[src/rtl/ixc_mdr_drive_seq.sv]
// ============================================================================
// Module   : ixc_mdr_drive_seq
// Purpose  : Dead-time sequenced pad output-enable driven by driver-on change
//            pulses, with an oe-edge trace record and a glitch counter.
// Revision : 1.0 - initial release
// ============================================================================
`default_nettype none

module ixc_mdr_drive_seq #(
    parameter int DEAD_CYC = 2,
    parameter int TSW      = 16,
    parameter int GLW      = 8
) (
    input  logic           fclk,
    input  logic           rstN,
    input  logic           drOn,
    input  logic           en,
    output logic           oe,
    output logic           busy,
    output logic           evtVld,
    output logic [TSW:0]   evtDat,
    input  logic           evtAck,
    output logic           evtOvf,
    output logic [GLW-1:0] glitchCnt
);

    typedef enum logic [1:0] {
        ST_OFF      = 2'd0,
        ST_DEAD_ON  = 2'd1,
        ST_ON       = 2'd2,
        ST_DEAD_OFF = 2'd3
    } state_t;

    localparam logic [3:0] c_DEAD_LOAD = (DEAD_CYC > 0) ? 4'(DEAD_CYC - 1) : 4'd0;
    localparam bit         c_NO_DEAD   = (DEAD_CYC == 0);

    state_t         r_state;
    logic [3:0]     r_cnt;
    logic           r_oe;
    logic           r_busy;
    logic [TSW-1:0] r_ts;
    logic           r_evtVld;
    logic [TSW:0]   r_evtDat;
    logic           r_evtOvf;
    logic [GLW-1:0] r_glitchCnt;

    state_t         w_stateNext;
    logic [3:0]     w_cntNext;
    logic           w_oeNext;
    logic           w_glitchInc;
    logic           w_rise;
    logic           w_fall;
    logic           w_oeEdge;
    logic [TSW-1:0] w_tsNext;

    assign w_rise   = drOn && en;
    assign w_fall   = drOn && !en;
    assign w_tsNext = r_ts + TSW'(1);
    assign w_oeEdge = (w_oeNext != r_oe);

    always_comb begin
        w_stateNext = r_state;
        w_cntNext   = r_cnt;
        w_oeNext    = r_oe;
        w_glitchInc = 1'b0;
        case (r_state)
            ST_OFF: begin
                if (w_rise) begin
                    if (c_NO_DEAD) begin
                        w_stateNext = ST_ON;
                        w_oeNext    = 1'b1;
                    end else begin
                        w_stateNext = ST_DEAD_ON;
                        w_cntNext   = c_DEAD_LOAD;
                    end
                end
            end
            ST_DEAD_ON: begin
                // An enable withdrawn before the dead time elapses is a glitch.
                if (w_fall) begin
                    w_stateNext = ST_OFF;
                    w_glitchInc = 1'b1;
                end else if (r_cnt == 4'd0) begin
                    w_stateNext = ST_ON;
                    w_oeNext    = 1'b1;
                end else begin
                    w_cntNext = r_cnt - 4'd1;
                end
            end
            ST_ON: begin
                if (w_fall) begin
                    w_oeNext = 1'b0;
                    if (c_NO_DEAD) begin
                        w_stateNext = ST_OFF;
                    end else begin
                        w_stateNext = ST_DEAD_OFF;
                        w_cntNext   = c_DEAD_LOAD;
                    end
                end
            end
            ST_DEAD_OFF: begin
                // Re-enable restarts the full dead time; elapsed hold-off earns no credit.
                if (w_rise) begin
                    w_stateNext = ST_DEAD_ON;
                    w_cntNext   = c_DEAD_LOAD;
                end else if (r_cnt == 4'd0) begin
                    w_stateNext = ST_OFF;
                end else begin
                    w_cntNext = r_cnt - 4'd1;
                end
            end
            default: begin
                w_stateNext = ST_OFF;
                w_oeNext    = 1'b0;
            end
        endcase
    end

    always_ff @(posedge fclk or negedge rstN) begin
        if (!rstN) begin
            r_state     <= ST_OFF;
            r_cnt       <= 4'd0;
            r_oe        <= 1'b0;
            r_busy      <= 1'b0;
            r_ts        <= '0;
            r_glitchCnt <= '0;
        end else begin
            r_state <= w_stateNext;
            r_cnt   <= w_cntNext;
            r_oe    <= w_oeNext;
            r_busy  <= (w_stateNext == ST_DEAD_ON) || (w_stateNext == ST_DEAD_OFF);
            r_ts    <= w_tsNext;
            if (w_glitchInc && (r_glitchCnt != {GLW{1'b1}})) begin
                r_glitchCnt <= r_glitchCnt + GLW'(1);
            end
        end
    end

    // The record timestamp is the counter value in the first cycle oe shows its new level.
    always_ff @(posedge fclk or negedge rstN) begin
        if (!rstN) begin
            r_evtVld <= 1'b0;
            r_evtDat <= '0;
            r_evtOvf <= 1'b0;
        end else if (w_oeEdge) begin
            if (!r_evtVld || evtAck) begin
                r_evtVld <= 1'b1;
                r_evtDat <= {w_oeNext, w_tsNext};
            end else begin
                r_evtOvf <= 1'b1;
            end
        end else if (evtAck) begin
            r_evtVld <= 1'b0;
        end
    end

    assign oe        = r_oe;
    assign busy      = r_busy;
    assign evtVld    = r_evtVld;
    assign evtDat    = r_evtDat;
    assign evtOvf    = r_evtOvf;
    assign glitchCnt = r_glitchCnt;

endmodule

`default_nettype wire
[config.mk]
export PLATFORM = sky130hd
export DESIGN_NAME = ixc_mdr_drive_seq
export DESIGN_NICKNAME = d
export VERILOG_FILES = /design/src/rtl/ixc_mdr_drive_seq.sv
export SDC_FILE = /design/constraint.sdc
export NUM_CORES = 1
export LEC_CHECK = 0
export ABC_CLOCK_PERIOD_IN_PS = 5000
export CELL_PAD_IN_SITES_DETAIL_PLACEMENT = 1
export CELL_PAD_IN_SITES_GLOBAL_PLACEMENT = 1
export CORE_MARGIN = 10
export CORE_UTILIZATION = 47
export CTS_CLUSTER_DIAMETER = 30
export DETAILED_ROUTE_END_ITERATION = 8
export GPL_ROUTABILITY_DRIVEN = 0
export GPL_TIMING_DRIVEN = 1
export PLACE_DENSITY = 0.88
export SYNTH_ARGS = -nofsm -noshare
export SYNTH_HDL_FRONTEND = slang
export SYNTH_SLANG_ARGS = --single-unit
export TNS_END_PERCENT = 1
[constraint.sdc]
create_clock -name fclk -period 5 [get_ports fclk]
set_input_delay 1 -clock fclk [delete_from_list [all_inputs] [get_ports fclk]]
set_output_delay 1 -clock fclk [all_outputs]
set_load 0.02 [all_outputs]
==> summary.txt <==
reg-to-reg setup timing slack - 2.16 ns
post-DR wirelength/cell - 17.0 µm
Place WS - 1.45 ns
die area - 8460 µm²
CTS max path bufs - 2
Final Slew Violations - 0
setup violators final - 0
Net Sw Frac - 36.5%
CTS Buf Count - 5
hold worst-path end - r_ts[15]
CTS tree - built
Setup WS post-layout - 1.81 ns
CTS HTree Levels - 2
max incr delay on CP - 0.61 ns
Post-Syn Area - 2430 µm²
cts hold-fix bufs - 0
Worst-Skew Late Latency - 0.31 ns
Seq/Total Area, Yosys - 52.4%
RSZ-0062 raised after global routing - no
R2R Path Start - r_cnt[0]
top achievable clock speed - 314 MHz
Post-Syn Instances - 199
Register Area - 1280 µm²
I/O pin count - 34
Max-slew headroom - 25.1%
share of the clock period used by the worst path - 63.7%
post-DP HPWL - 3790 µm
Hold Fails Final Rpt - 0
number of max-cap violations - 0
Post-CTS Resized - 0
Iter 0 DRT Violations - 63
DRT antenna net count - 0
Layout Nets - 248
setup TNS - 0 ns
most used flip-flop cell after synthesis - dfrtp_1
peak supply drop - 237 µV
Crit Path Class - input port to register
Buf/Inv on CP - 1
initial core utilization - 48.0%
Die X - 92.0 µm
initial antenna violation count - 0
critical path capture point type - register
Overall Power - 0.00131 W
Worst Clk Skew - 0.00732 ns
final instance area - 2880 µm²
number of synthesized flops with an enable pin - 0
share of cells above drive strength 1 - 14.8%
postcts setup bufs - 0
DRT Pass-1 Iters - 4
vias in the first global route - 1857
Synth Net Count - 212
reg2reg end - evtDat[5]
Psw - 0.000480 W
clock period minus worst slack - 3.19 ns
Synth Register Bits - 51
CTS clk-pin slew, worst paths - 0.09 ns
Post-Syn Area per Cell - 12.2 µm²
Flop pwr share - 41.7%
Leak Pwr - 1.28 nW
cell at the slowest stage of the critical path - clkdlybuf4s50_1
Fill cells - 554
multi-input gate area in the final layout - 1070 µm²
CTS sink cnt - 51
largest net degree at the start of global routing - 52
cells along the critical path - clkdlybuf4s50_1 -> nand2b_1 -> a2111o_1 -> a21oi_4 -> mux2_2
DR DRC count - 0
CP max FO - 17
DR vias/cell - 5.47
critical hold path startpoint - r_ts[15]
synth unique cells - 44
actual slew at the worst max-slew pin - 1.12 ns
Total Routing Usage GR - 13.3%
detailed-route via count - 1674
first-pass GRT wire length - 9250 µm
Logic pwr share - 40.5%
Critical Path AT - 3.39 ns
core area - 5070 µm²
DP Area - 2800 µm²
ANT cells - 0
die height - 92.0 µm
Clock power frac - 17.8%
CTS root buf - clkbuf_8
Synth warnings - 0
crit-path leading delay family - compound AO/OA/AOI/OAI gates
post-synthesis async set-or-reset flop share - 100%
design internal power - 0.000834 W
routed wire length - 5200 µm
FP Rows - 26
outcome - finished clean
kind of launch point of the worst setup path - input port
Syn-to-layout area delta - 18.4%
worst path required time - 5.20 ns
Worst Hold Class - register to register
global route total overflow - 0
P per Cell Area - 455 nW/µm²
hold depth - 1
reg2reg path depth - 6
Port-buffer cells - 33
cells in the final DEF, fill, tap and decap left out, types with 2 or more instances in the layout:
master,netlist,final
inv_1,10,10
o21ai_0,6,6
ha_1,8,8
dfrtp_1,51,51
xnor2_1,12,12
xor2_1,9,9
a21oi_1,5,5
nor3_1,4,4
and2_1,2,2
nand2_1,10,10
a22o_2,2,2
mux2_4,10,10
a31oi_1,3,3
and3_1,2,2
nand3_1,8,8
nor4_1,5,5
clkdlybuf4s50_1,0,32
clkbuf_8,1,5
nor3b_1,2,2
nand4_1,10,10
nor2_1,3,3
nand2b_1,3,3
or2_2,2,2
and4_1,3,3
mux2_2,8,8
state kept, by name, summed over array words and instances (netlist names):
signal     count
evtDat        17
r_ts          16
glitchCnt      8
r_cnt          4
r_state        2
busy           1
evtOvf         1
evtVld         1
oe             1
through the flow:
stage | utilization [%] | cells | hold WS [ns]
2_1_floorplan | - | 199 | 0.435
3_3_place_gp | 55.2 | 298 | 0.438
3_5_place_dp | 55.2 | 298 | 0.463
4_1_cts | 56.8 | 306 | 0.483
5_1_grt | 56.8 | 306 | 0.506
6_report | 56.8 | 306 | 0.477
power groups by stage:
stage | clock network [W] | logic [W] | registers (W)
final | 0.000234 | 0.000532 | 0.000547
after global routing | 0.000262 | 0.000587 | 0.000563
after CTS | 0.000243 | 0.000542 | 0.000549
after detailed placement | 0 | 0.000539 | 0.000556
after global placement | 0 | 0.000522 | 0.000554
after floorplan | 0 | 0.000299 | 0.000611
worst max path at each step:
stage                       to  slack, ns  from  cells past startpoint
finish               evtDat[5]       1.81  drOn                      5
global route         evtDat[1]       1.72    en                      5
CTS                  evtDat[1]       1.80  drOn                      5
detailed placement   evtDat[5]       1.45  drOn                      5
global placement     evtDat[4]       1.55  drOn                      5
floorplan           evtDat[10]       2.41    en                      6
metal layers:
layer	GRT usage (%)	wire (µm)
met1	15.6	2230
met2	21.7	2600
met3	4.32	248
met4	5.78	114
met5	0	0
worst register-to-register path, cell delays in order (launching register included):
cell     delay (ns)
dfrtp_1        0.42
inv_1          0.07
ha_1           0.22
nor3b_1        0.65
nand4_1        0.32
a21oi_4        0.64
mux2_2         0.42
cell usage after synthesis (all sizes together) (2+ instances only):
master | n | area (µm²)
xnor2 | 12 | 105
xor2 | 9 | 78.8
a21oi | 6 | 41.3
a31oi | 3 | 18.8
and3 | 2 | 12.5
or2 | 2 | 12.5
dfrtp | 51 | 1280
nand4 | 10 | 62.6
mux2 | 18 | 240
buf | 2 | 31.3
ha | 8 | 100
nor2 | 3 | 11.3
and4 | 3 | 26.3
a22o | 3 | 28.8
clkbuf | 2 | 17.5
o21ai | 6 | 30.0
and2 | 2 | 12.5
nand2b | 3 | 18.8
inv | 10 | 37.5
and2b | 2 | 16.3
nand2 | 10 | 37.5
nor3 | 4 | 20.0
nor3b | 2 | 15.0
nand3 | 8 | 40.0
nor4 | 5 | 31.3
cells by family after synthesis:
| kind of cell | after synthesis | share of synthesized area (%) |
|---|---|---|
| compound gates | 27 | 8.22 |
| xor+xnor | 21 | 7.55 |
| fa+ha+maj | 8 | 4.11 |
| buf+inv | 14 | 3.55 |
| flops | 51 | 52.4 |
| mux | 18 | 9.87 |
| simple gates | 60 | 14.3 |
area by class of cell:
type | count | share of cell area (%)
flip-flops and latches | 51 | 44.3
multi-input cells | 134 | 37.2
inverters | 10 | 1.30
repair buffers | 33 | 11.3
clock buffers | 6 | 2.52
clock inverters | 2 | 0.434
well taps | 70 | 3.04
No activity file was read; power rests on OpenSTA's default activity.
